**src/rtl/lms_diq_deinterleave.sv**
```systemverilog
// rtl/lms_diq_deinterleave.sv - rebuilds aligned I/Q pairs from the interleaved LMS7002M DIQ stream
module lms_diq_deinterleave #(
    parameter int DATA_W     = 12,
    parameter int LOCK_PAIRS = 4,
    parameter int ERR_W      = 16
) (
    input  logic              clk,
    input  logic              rst_n,
    input  logic [DATA_W-1:0] diq,
    input  logic              iqsel,
    input  logic              in_valid,
    output logic [DATA_W-1:0] i_out,
    output logic [DATA_W-1:0] q_out,
    output logic              out_valid,
    output logic              locked,
    output logic [ERR_W-1:0]  err_cnt
);

    typedef enum logic {SEEK_I, HAVE_I} state_t;

    localparam logic [8:0] LOCK_LIM = 9'(LOCK_PAIRS);

    state_t            state;
    logic [DATA_W-1:0] i_hold;
    logic [7:0]        good_run;
    logic [8:0]        good_next;
    logic              release_pair;

    assign good_next    = {1'b0, good_run} + 9'd1;
    assign release_pair = (good_next >= LOCK_LIM);

    always_ff @(posedge clk or negedge rst_n) begin
        if (!rst_n) begin
            state     <= SEEK_I;
            i_hold    <= '0;
            i_out     <= '0;
            q_out     <= '0;
            out_valid <= 1'b0;
            locked    <= 1'b0;
            good_run  <= '0;
            err_cnt   <= '0;
        end else begin
            out_valid <= 1'b0;
            if (in_valid) begin
                case (state)
                    SEEK_I: begin
                        if (iqsel) begin
                            i_hold <= diq;
                            state  <= HAVE_I;
                        end else begin
                            // Stray Q: drop the word and restart lock qualification
                            if (err_cnt != '1) err_cnt <= err_cnt + ERR_W'(1);
                            good_run <= '0;
                            locked   <= 1'b0;
                        end
                    end
                    HAVE_I: begin
                        if (!iqsel) begin
                            state <= SEEK_I;
                            if (good_next <= LOCK_LIM) good_run <= good_next[7:0];
                            if (release_pair) begin
                                i_out     <= i_hold;
                                q_out     <= diq;
                                out_valid <= 1'b1;
                                locked    <= 1'b1;
                            end
                        end else begin
                            // Repeated I: the newest I is kept as the pair's I
                            i_hold <= diq;
                            if (err_cnt != '1) err_cnt <= err_cnt + ERR_W'(1);
                            good_run <= '0;
                            locked   <= 1'b0;
                        end
                    end
                    default: state <= SEEK_I;
                endcase
            end
        end
    end

endmodule

```
**config.mk**
```make
export PLATFORM = sky130hd
export DESIGN_NAME = lms_diq_deinterleave
export DESIGN_NICKNAME = d
export VERILOG_FILES = /design/src/rtl/lms_diq_deinterleave.sv
export SDC_FILE = /design/constraint.sdc
export NUM_CORES = 1
export LEC_CHECK = 0
export CORE_MARGIN = 4
export CORE_UTILIZATION = 25
export CTS_CLUSTER_DIAMETER = 40
export DETAILED_ROUTE_END_ITERATION = 8
export SLEW_MARGIN = 20
export SYNTH_ARGS = -nofsm -noshare
export SYNTH_HDL_FRONTEND = slang
export SYNTH_SLANG_ARGS = --single-unit
```
**constraint.sdc**
```tcl
create_clock -name clk -period 4.6 [get_ports clk]
set_input_delay 0.69 -clock clk [delete_from_list [all_inputs] [get_ports clk]]
set_output_delay 0.69 -clock clk [all_outputs]
set_load 0.1 [all_outputs]
```
Word level (Yosys, flattened, before mapping). Cells that the tools add are included.

Multiplexer cells: 18. Bitwise logic cells: 2. $lt $le $gt $ge: 2. Equal/unequal tests: 5. Reductions and logical operators: 5. Add/subtract/negate cells: 2.

Operators by type and width (count): 16-bit 2-to-1 mux (3); 16-bit case mux with 2 select lines (1); 8-bit 2-to-1 mux (3); 16-bit by 1-bit adder with 16-bit output (second input constant) (1); 16-bit != test (second input constant) (1); 8-bit case mux with 2 select lines (1); 12-bit 2-to-1 mux (1); 8-bit by 1-bit adder with 9-bit output (second input constant) (1); 9-bit by 3-bit >= comparator with 1-bit output (second input constant) (1); 9-bit by 3-bit <= comparator with 1-bit output (second input constant) (1); 3-bit AND reduction (3); 1-bit 2-to-1 mux (8); 3-bit by 2-bit != test with 1-bit output (second input constant) (2); 2-bit != test (second input constant) (2); 4-bit AND reduction (1); 1-bit inverter (2); 1-bit case mux with 2 select lines (1); 2-bit AND reduction (1).

Output and inout port bits: 42. Bits in registers: 63. Word-level logic and storage cells: 42. Bits of input ports: 16.

Logic depth before layout (Yosys ltp). Gate-level depths: netlist (run 1).

Depth in word-level cells: 6. Gate-level depth with buffers: 9. Mapped depth without buffers: 7.

Worst setup path before layout (run 1). OpenSTA, ideal clock, no wires.

Kind: reg-to-reg. Start point: reg err_cnt[3]. End point: reg err_cnt[7]. Setup time: 0.163 ns. Slack: 2.163 ns. Period minus slack after synthesis: 2.437 ns. Buffers on the path: 0. Data arrival time: 2.274 ns. Cell stages (with the launch flop): 6. Required time: 4.437 ns. Path through: dfrtp_1 -> and4_1 -> nand4_1 -> o31ai_1 -> nor3_1 -> xor2_1.

Cells in the longest elaborated chain, start to end: 4. Elaborated cells on any way between the ends: 6. Classes of those cells: 1 x add/sub; 1 x eq/ne; 4 x mux.

Ends and longest elaborated chain: start, declared (line 16) `output logic [ERR_W-1:0] err_cnt`; start signal, assigned (line 52) `if (err_cnt != '1) err_cnt <= err_cnt + ERR_W'(1);`; start signal, assigned (line 70) `if (err_cnt != '1) err_cnt <= err_cnt + ERR_W'(1);`; 16-bit by 1-bit adder with 16-bit output or 16-bit != test (tied branches) (line 52, 70); 16-bit 2-to-1 mux (*) (line 52, 70); 16-bit 2-to-1 mux, on equally long branches (line 58, 47); 16-bit case mux with 2 select lines (*) (line 45) `case (state)`.

Mark *: on every way between the ends. The rest lies on a longest branch, timed or not. The select of a mux whose other input is x is not followed. A chain may end at the register's enable or synchronous reset.

Final worst setup path (run 1).
Start point: reg good_run[0]. End point: reg i_out[3].

Cells in the longest elaborated chain, start to end: 3.

Ends and longest elaborated chain: start, declared (line 25) `logic [7:0] good_run;`; start signal, assigned (line 60) `if (good_next <= LOCK_LIM) good_run <= good_next[7:0];`; 8-bit by 1-bit adder with 9-bit output (line 29) `assign good_next = {1'b0, good_run} + 9'd1;`; 9-bit by 3-bit >= comparator with 1-bit output (line 30) `assign release_pair = (good_next >= LOCK_LIM);`; 4-bit AND reduction (no line); end signal, assigned (line 62) `i_out <= i_hold;`; end, declared (line 12) `output logic [DATA_W-1:0] i_out,`.

Every way passes these cells.

==> results of run 1 <==
[metrics by stage]
stage          hold slack [ns]  power [µW]  setup WS [ns]  cells
2_1_floorplan            0.394        1070           2.16    233
3_3_place_gp             0.480        1210           1.82    423
3_5_place_dp             0.488        1220           1.78    423
4_1_cts                  0.353        1980           1.81    439
5_1_grt                  0.378        2040           1.61    439
6_report                 0.332        1950           1.84    439
[cell families after synthesis]
| family | count (synthesis) |
|---|---|
| simple gates | 64 |
| fa+ha+maj | 4 |
| flops | 63 |
| buf+inv | 19 |
| xor+xnor | 14 |
| compound gates | 30 |
| mux | 39 |
[metal layers]
layer | up-vias | track usage [%]
li1 | 940 | -
met1 | 971 | 12.7
met2 | 36 | 14.9
met3 | 6 | 3.55
met4 | 0 | 2.98
met5 | - | 0
[power groups by stage]
stage	clock network [µW]	logic, µW	registers [µW]
after floorplan	0	100	973
after global placement	0	535	679
after detailed placement	0	540	677
after CTS	770	542	669
after global routing	799	563	678
final	743	537	668
[worst max path at each step]
stage	startpoint	to	cells after the start
floorplan	err_cnt[3]$_DFFE_PN0P_	err_cnt[7]$_DFFE_PN0P_	5
global placement	iqsel	i_out[4]$_DFFE_PN0P_	4
detailed placement	iqsel	i_out[3]$_DFFE_PN0P_	4
CTS	good_run[0]$_DFFE_PN0P_	i_out[3]$_DFFE_PN0P_	6
global route	good_run[0]$_DFFE_PN0P_	i_out[3]$_DFFE_PN0P_	6
finish	good_run[0]$_DFFE_PN0P_	i_out[3]$_DFFE_PN0P_	6
[final cells by class]
class | count | area [µm²] | share of cell area [%]
clock buffer | 9 | 225 | 5.73
clock inverter | 7 | 103 | 2.61
inverter | 8 | 30.0 | 0.765
multi-input combinational | 151 | 1240 | 31.6
sequential | 63 | 1580 | 40.1
tap | 143 | 179 | 4.56
timing repair buffer | 58 | 573 | 14.6
[critical path, stage by stage (launching register included)]
cell and delay [ns]:
dfrtp_1 0.43, ha_1 0.36, a21boi_0 0.15, a21o_2 0.24, a31oi_2 0.27, o311a_2 0.76, mux2_2 0.41
[placed cells by master, fill, tap and decap left out, drive strengths merged, types with 2 or more instances in the layout]
master / Yosys / layout
nand3: 12 / 12
nor4: 2 / 2
o31a: 2 / 2
a21oi: 2 / 2
and2b: 2 / 2
o31ai: 3 / 3
clkbuf: 3 / 9
nor3: 7 / 7
clkdlybuf4s50: 1 / 56
xnor2: 4 / 4
bufinv: 0 / 2
a21o: 3 / 3
xor2: 10 / 10
o21a: 3 / 3
nand3b: 2 / 2
and4: 3 / 3
a31oi: 3 / 3
a211o: 2 / 2
nor2: 13 / 13
buf: 7 / 2
inv: 8 / 11
nand4: 2 / 2
o21ai: 5 / 5
mux2: 38 / 38
ha: 4 / 4
nand2: 14 / 14
and2: 2 / 2
dfrtp: 63 / 63
and3: 3 / 3
[state kept, by name, indices dropped and copies added (netlist names)]
register   count
q_out         12
err_cnt       16
state          1
out_valid      1
good_run       8
i_out         12
locked         1
i_hold        12
==> impl_metrics.json, run 1 <==
{
  "synth_top_area_share_pct": 53.1,
  "end_kind": "register",
  "syn_area_mm2": 0.00297,
  "diodes": 0,
  "pwr_density_cell_mw_per_mm2": 496,
  "synth.most_common_cell": "dfrtp_1",
  "cp.arrival_ns": 2.97,
  "detail_route.wl_per_cell_um": 13.9,
  "maxUsedRoutingLayer": "met4",
  "reg2reg_to": "i_out[3]$_DFFE_PN0P_",
  "numClockSinks": 63,
  "fp.coreArea_mm2": 0.0115,
  "slew_violations": 0,
  "io_pins": 58,
  "crit_type": "register to register",
  "status": "completed",
  "place.gp.congestion": 0.870,
  "reg2reg_from": "good_run[0]$_DFFE_PN0P_",
  "clk-insertion-delay-late_ns": 0.32,
  "synth_cell_types": 48,
  "fmax_mhz": 362,
  "synth_top_family_by_area": "multiplexers",
  "antenna_found_initial": 0,
  "yosys-top-cells-count": "dfrtp_1, mux2_2, mux2_4, nand2_1, nor2_1",
  "seq_power_share_pct": 34.3,
  "start_kind": "register",
  "p_clk_share_pct": 38.2,
  "synth_edf_count": 0,
  "final_area_mm2": 0.00393,
  "worstPathRequired_ns": 4.80,
  "cts_made_buffers": 9,
  "internal-power_uw": 1240,
  "synth_xor_area_share_pct": 4.13,
  "drive_above_1_share_pct": 23.6,
  "grt_pass1_wl_um": 10400,
  "power_leakage_uw": 0.00175,
  "routed_via_density": 4.45,
  "setup_violations": 0,
  "synth-simple-area-share_pct": 11.1,
  "met2_wirelength_um": 2920,
  "start_util_pct": 25.8,
  "die_h_um": 117,
  "drv_cap": 0,
  "synth-compound-area-share_pct": 7.66,
  "wl_met1_um": 2840,
  "grt_util_all_layers_pct": 9.66,
  "r2r_cells": 6,
  "portBuffers": 57,
  "rsz0062_at_grt": "no",
  "die_area_mm2": 0.0137,
  "drtAntennaViolNets": 0,
  "cts_root_buf": "clkbuf_16",
  "clk_path_buf_depth": 2,
  "gr-total-overflow": 0,
  "cts_htree_levels": 3,
  "layout.nets": 311,
  "yosysWarnings": 0,
  "cp_max_fo": 25,
  "slew_headroom_pct": 32.9,
  "max_slew.worst_pin.slew_ns": 1.00,
  "async_flop_share_pct": 100,
  "post-cts-setup-buffers": 0,
  "synth_fa_ha_area_share_pct": 1.68,
  "cts-hold-fix-buffers": 0,
  "routed_wl_um": 6120,
  "vias": 1953,
  "grt_max_degree": 42,
  "synthCells": 233,
  "p_comb_share_pct": 27.5,
  "rrSetupSlack_ns": 1.84,
  "area_growth_pct": 32.2,
  "clkTransAtPathRegs_ns": 0.06,
  "ys.flop_type": "dfrtp_1",
  "std_cell_rows": 39,
  "hp-class": "input port to async pin",
  "synth_seq_cells": 63,
  "finalClockSkew_ns": 0.00451,
  "fin_setup_tns_ns": 0,
  "drc": 0,
  "cts_tree": "done",
  "p_sw_uw": 708,
  "period_minus_slack_ns": 2.76,
  "avgSynthCellArea_um2": 12.8,
  "synthTopCellsByArea": "dfrtp_1, mux2_4, mux2_2, xor2_1, nand3_1",
  "switching_share_pct": 36.4,
  "dp_hpwl_um": 4360,
  "ir_drop_mv": 0.448,
  "dr.pass1.iters": 4,
  "syn_nets": 253,
  "grt_pass1_vias": 2051,
  "post_cts_resize_count": 0,
  "nFillCells": 1142,
  "fin_util_pct": 34.1,
  "synthMuxAreaShare_pct": 17.1,
  "post_dp_cell_area_mm2": 0.00360,
  "met3_length_um": 286,
  "drtIter0Drc": 65,
  "hold_violations": 0,
  "die_w_um": 117,
  "fin_crit_sh_pct": 60.1,
  "yosys.area.top_type": "dfrtp_1",
  "yosysSeqAreaShare_pct": 53.1
}
Power figures use the tool's default switching activity.
==> inputs of run 2 (changes only) <==
- clock period: 4.6 -> 2.83 ns (I/O delays scaled with it)
==> run 2 against run 1 <==
  * Cell area fell by 2.4%
  * Die area did not move
  * First-iteration DRC count rose by 3.1%
  * Largest cell class unchanged
  * Largest power group unchanged
==> impl_metrics.json, run 2 (same netlist as run 1, synthesis figures left out) <==
{
  "cts_htree_levels": 3,
  "fp.coreArea_mm2": 0.0115,
  "hold_violations": 0,
  "end_kind": "register",
  "p_sw_uw": 1110,
  "fin_cells": 440,
  "worstPathRequired_ns": 3.04,
  "post-cts-setup-buffers": 0,
  "internal-power_uw": 1930,
  "setup_violations": 0,
  "io_pins": 58,
  "largest_reg_flops": 16,
  "cp_max_fo": 25,
  "status": "completed",
  "p_clk_share_pct": 36.2,
  "fin_crit_sh_pct": 84.6,
  "drtAntennaViolNets": 0,
  "portBuffers": 57,
  "slew_violations": 0,
  "std_cell_rows": 39,
  "regMostFlops": "err_cnt",
  "clk_path_buf_depth": 2,
  "p_comb_share_pct": 28.0,
  "cp.arrival_ns": 2.61,
  "antenna_found_initial": 0,
  "place.gp.congestion": 0.795,
  "dr.pass1.iters": 4,
  "cts_made_buffers": 9,
  "layout.nets": 313,
  "die_h_um": 117,
  "cts_tree": "done",
  "grt_pass1_vias": 1976,
  "switching_share_pct": 36.4,
  "detail_route.wl_per_cell_um": 14.3,
  "cts_root_buf": "clkbuf_16",
  "grt_max_degree": 39,
  "dp_hpwl_um": 4400,
  "pwr_density_cell_mw_per_mm2": 793,
  "rsz0062_at_grt": "no",
  "routed_wl_um": 6290,
  "layout_common_cells": "dfrtp_1, buf_4, mux2_4, mux2_2",
  "routed_via_density": 4.51,
  "clk-insertion-delay-late_ns": 0.33,
  "crit_type": "register to register",
  "period_minus_slack_ns": 2.40,
  "seq_power_share_pct": 35.9,
  "die_w_um": 117,
  "grt_util_all_layers_pct": 10.1,
  "fin_setup_tns_ns": 0,
  "post_cts_resize_count": 0,
  "grt_pass1_wl_um": 10300,
  "slew_headroom_pct": 56.9,
  "drc": 0,
  "area_growth_pct": 29.0,
  "start_kind": "register",
  "drtIter0Drc": 67,
  "finalClockSkew_ns": 0.00419,
  "layout_commonest_cell": "dfrtp_1",
  "dpl.cell_count": 425,
  "drv_cap": 0,
  "numClockSinks": 63,
  "max_slew.worst_pin.slew_ns": 0.647,
  "gr-total-overflow": 0,
  "ir_drop_mv": 1.07,
  "power_leakage_uw": 0.00184,
  "clkTransAtPathRegs_ns": 0.05,
  "hp-class": "input port to async pin",
  "cts-hold-fix-buffers": 0,
  "die_area_mm2": 0.0137,
  "vias": 1983,
  "fmax_mhz": 418,
  "drive_above_1_share_pct": 38.0,
  "start_util_pct": 25.8,
  "diodes": 0
}
[run 2: cell types whose count changed in the layout (fill, tap and decap cells not counted), moves of 2 or more]
cell             delta
buf_12              +2
buf_4              +42
clkbuf_8            +2
clkdlybuf4s50_1    -42
clkinv_2            +3
inv_6               -3
[run 2: routing by layer]
layer	GRT usage (%)	share of wire, %	vias to the layer above
met1	13.1	45	976
met3	3.44	5.3	12
met5	0	0	-
li1	-	-	946
met2	14.4	47	49
met4	6.12	2.2	0
[run 2: through the flow]
stage / util [%] / cell area, µm² / setup slack [ns] / power (µW) / hold WS, ns
4_1_cts: 33.3 / 3830 / 0.472 / 3090 / 0.149
2_1_floorplan: - / 2970 / 0.393 / 1740 / 0.129
3_5_place_dp: 30.7 / 3530 / 0.388 / 1960 / 0.488
6_report: 33.3 / 3830 / 0.435 / 3040 / 0.126
5_1_grt: 33.3 / 3830 / 0.345 / 3180 / 0.173
3_3_place_gp: 30.7 / 3530 / 0.484 / 1950 / 0.479
[run 2: area by class of cell]
class | instances | area [µm²]
fillers | 1153 | 7680
flip-flops and latches | 63 | 1580
multi-input cells | 151 | 1240
repair buffers | 60 | 508
clock buffers | 11 | 253
well taps | 143 | 179
clock inverters | 4 | 45.0
inverters | 8 | 30.0
[run 2: critical path: stages (launching register included)]
cell,delay (ns)
dfrtp_1,0.42
ha_1,0.37
a21boi_0,0.14
a21o_2,0.23
a31oi_2,0.28
o311a_2,0.25
buf_12,0.22
mux2_2,0.35
[run 2: power by group through the flow]
stage	clock [µW]	combinational, µW	sequential (µW)
2_1_floorplan	0	163	1580
5_1_grt	1180	889	1110
3_5_place_dp	0	858	1100
4_1_cts	1140	859	1090
6_report	1100	850	1090
3_3_place_gp	0	852	1100
[run 2: worst paths after layout]
kind	slack, ns	cells past startpoint	to	start
setup reg to reg	0.43	7	i_out[4]$_DFFE_PN0P_	good_run[0]$_DFFE_PN0P_
hold / removal	0.13	1	err_cnt[12]$_DFFE_PN0P_	rst_n
hold reg to reg	0.50	1	err_cnt[9]$_DFFE_PN0P_	err_cnt[9]$_DFFE_PN0P_
min in group clk	0.50	1	err_cnt[9]$_DFFE_PN0P_	err_cnt[9]$_DFFE_PN0P_
setup / recovery	0.43	7	i_out[4]$_DFFE_PN0P_	good_run[0]$_DFFE_PN0P_
max in group asynchronous	2.08	2	i_out[7]$_DFFE_PN0P_	rst_n
==> inputs of run 3 (changes only) <==
- clock period: 2.83 -> 2.1 ns (I/O delays scaled with it)
==> run 3 against run 2 <==
  * Maximum frequency grew 15%
  * Worst hold slack worse by 0.089 ns
  * Via count rose by 5.0%
  * Sequential power increased by 36%
  * Highest routed layer unchanged
  * Utilization rose by 3.1 points
  * Clock power grew 55%
  * Total power grew 44%
  * Register-to-register slack got worse by 0.42 ns
  * Worst setup slack got worse by 0.42 ns
==> impl_metrics.json, run 3 (same netlist as run 1, synthesis figures left out) <==
{
  "status": "completed",
  "place.gp.congestion": 0.862,
  "r2r_cells": 7,
  "p_total_uw": 4390,
  "layout.nets": 342,
  "crit_type": "register to register",
  "grt_pass1_vias": 2172,
  "worstPathRequired_ns": 2.31,
  "crit_start": "good_run[0]$_DFFE_PN0P_",
  "dp_hpwl_um": 4580,
  "drive_above_1_share_pct": 50.2,
  "clkTransAtPathRegs_ns": 0.06,
  "gr-total-overflow": 0,
  "setup_violations": 0,
  "drtAntennaViolNets": 0,
  "worst_slack_ns": 0.0178,
  "grt_pass1_wl_um": 10800,
  "reg2reg_from": "good_run[0]$_DFFE_PN0P_",
  "vias": 2083,
  "io_pins": 58,
  "fp.coreArea_mm2": 0.0115,
  "antenna_found_initial": 0,
  "period_minus_slack_ns": 2.08,
  "cp_max_fo": 9,
  "die_area_mm2": 0.0137,
  "finalClockSkew_ns": 0.00520,
  "crit_path_end": "i_out[3]$_DFFE_PN0P_",
  "slew_headroom_pct": 53.1,
  "layout_commonest_cell": "buf_4",
  "end_kind": "register",
  "routed_wl_um": 6680,
  "portBuffers": 57,
  "routed_via_density": 4.43,
  "nFillCells": 1120,
  "hp-class": "input port to async pin",
  "die_w_um": 117,
  "dr.pass1.iters": 4,
  "reg2reg_to": "i_out[3]$_DFFE_PN0P_",
  "grt_max_degree": 37,
  "largest_reg_flops": 16,
  "fin_util_pct": 36.4,
  "place_ws_ns": -0.148,
  "die_h_um": 117,
  "cts_made_buffers": 9,
  "drtIter0Drc": 80,
  "drv_cap": 0,
  "max_slew.worst_pin.slew_ns": 0.704,
  "cts_htree_levels": 3,
  "clk_path_buf_depth": 2,
  "layout_common_cells": "buf_4, dfrtp_1, mux2_4",
  "hold_violations": 0,
  "fin_crit_sh_pct": 99.2,
  "power_leakage_uw": 0.00198,
  "numClockSinks": 63,
  "slew_violations": 0,
  "cts_root_buf": "clkbuf_16",
  "area_growth_pct": 41.0,
  "cts-hold-fix-buffers": 0,
  "std_cell_rows": 39,
  "pwr_density_cell_mw_per_mm2": 1050,
  "cp.arrival_ns": 2.29,
  "detail_route.wl_per_cell_um": 14.2,
  "cts_tree": "done",
  "regMostFlops": "err_cnt",
  "fin_setup_tns_ns": 0,
  "rrSetupSlack_ns": 0.02,
  "start_util_pct": 25.8,
  "drc": 0,
  "ir_drop_mv": 0.537,
  "diodes": 0,
  "grt_util_all_layers_pct": 10.3,
  "rsz0062_at_grt": "yes",
  "clk-insertion-delay-late_ns": 0.32,
  "start_kind": "register",
  "fmax_mhz": 480
}
==> run 3: changes by cell type in the layout (fill, tap and decap cells not counted), moves of 2 or more <==
cell,previous run,this run
clkbuf_8,2,0
clkinv_2,3,0
dfrtp_1,63,48
nand2_1,14,12
nand2_2,0,2
bufinv_16,1,3
buf_4,43,70
dfrtp_2,0,15
clkinvlp_4,0,3
==> run 3: how the worst min path moves through the flow <==
stage | slack [ns] | to | from
after floorplan | 0.02 | err_cnt[0]$_DFFE_PN0P_ | rst_n
after global placement | 0.42 | err_cnt[9]$_DFFE_PN0P_ | rst_n
after detailed placement | 0.42 | err_cnt[2]$_DFFE_PN0P_ | rst_n
after CTS | 0.06 | err_cnt[9]$_DFFE_PN0P_ | rst_n
after global routing | 0.09 | err_cnt[8]$_DFFE_PN0P_ | rst_n
final | 0.04 | err_cnt[8]$_DFFE_PN0P_ | rst_n
==> run 3: critical path, cell delays in order, from the launching register on <==
cell	delay, ns
dfrtp_1	0.42
ha_4	0.20
and2b_2	0.20
a211o_2	0.29
nand2_2	0.07
o311a_4	0.27
buf_12	0.16
mux2_2	0.34
==> run 3: metrics by stage <==
| step | cell area, µm² | cells | hold slack, ns |
|---|---|---|---|
| after global routing | 4190 | 470 | 0.0897 |
| after CTS | 4170 | 470 | 0.0619 |
| after floorplan | 2990 | 233 | 0.0194 |
| after detailed placement | 3740 | 449 | 0.418 |
| final | 4190 | 470 | 0.0374 |
| after global placement | 3740 | 449 | 0.416 |
==> run 3: cell type report <==
type	instances	area, µm²	share of cell area [%]
sequential	63	1600	38.1
multi-input combinational	151	1290	30.8
timing repair buffer	89	749	17.9
clock buffer	9	225	5.37
tap	143	179	4.27
clock inverter	7	121	2.90
inverter	8	30.0	0.717
==> run 3: what timing repair did <==
action	CTS	global route
endpoints found under the setup margin	18	21
cloned	1	0
gates resized for setup	5	6
pin swaps	2	3
setup buffers	4	0
==> run 3: layer usage <==
metal / track usage, % / routed length [µm] / vias to the layer above
met5: 0 / 0 / -
met4: 5.43 / 158 / 0
met3: 3.50 / 330 / 10
met2: 15.7 / 3200 / 51
met1: 12.9 / 2990 / 1014
li1: - / - / 1008
==> run 3: report_power, final <==
group / total [µW] / internal (µW) / switching (µW)
clock network: 1710 / 1160 / 554
registers: 1480 / 1360 / 123
logic: 1190 / 319 / 873
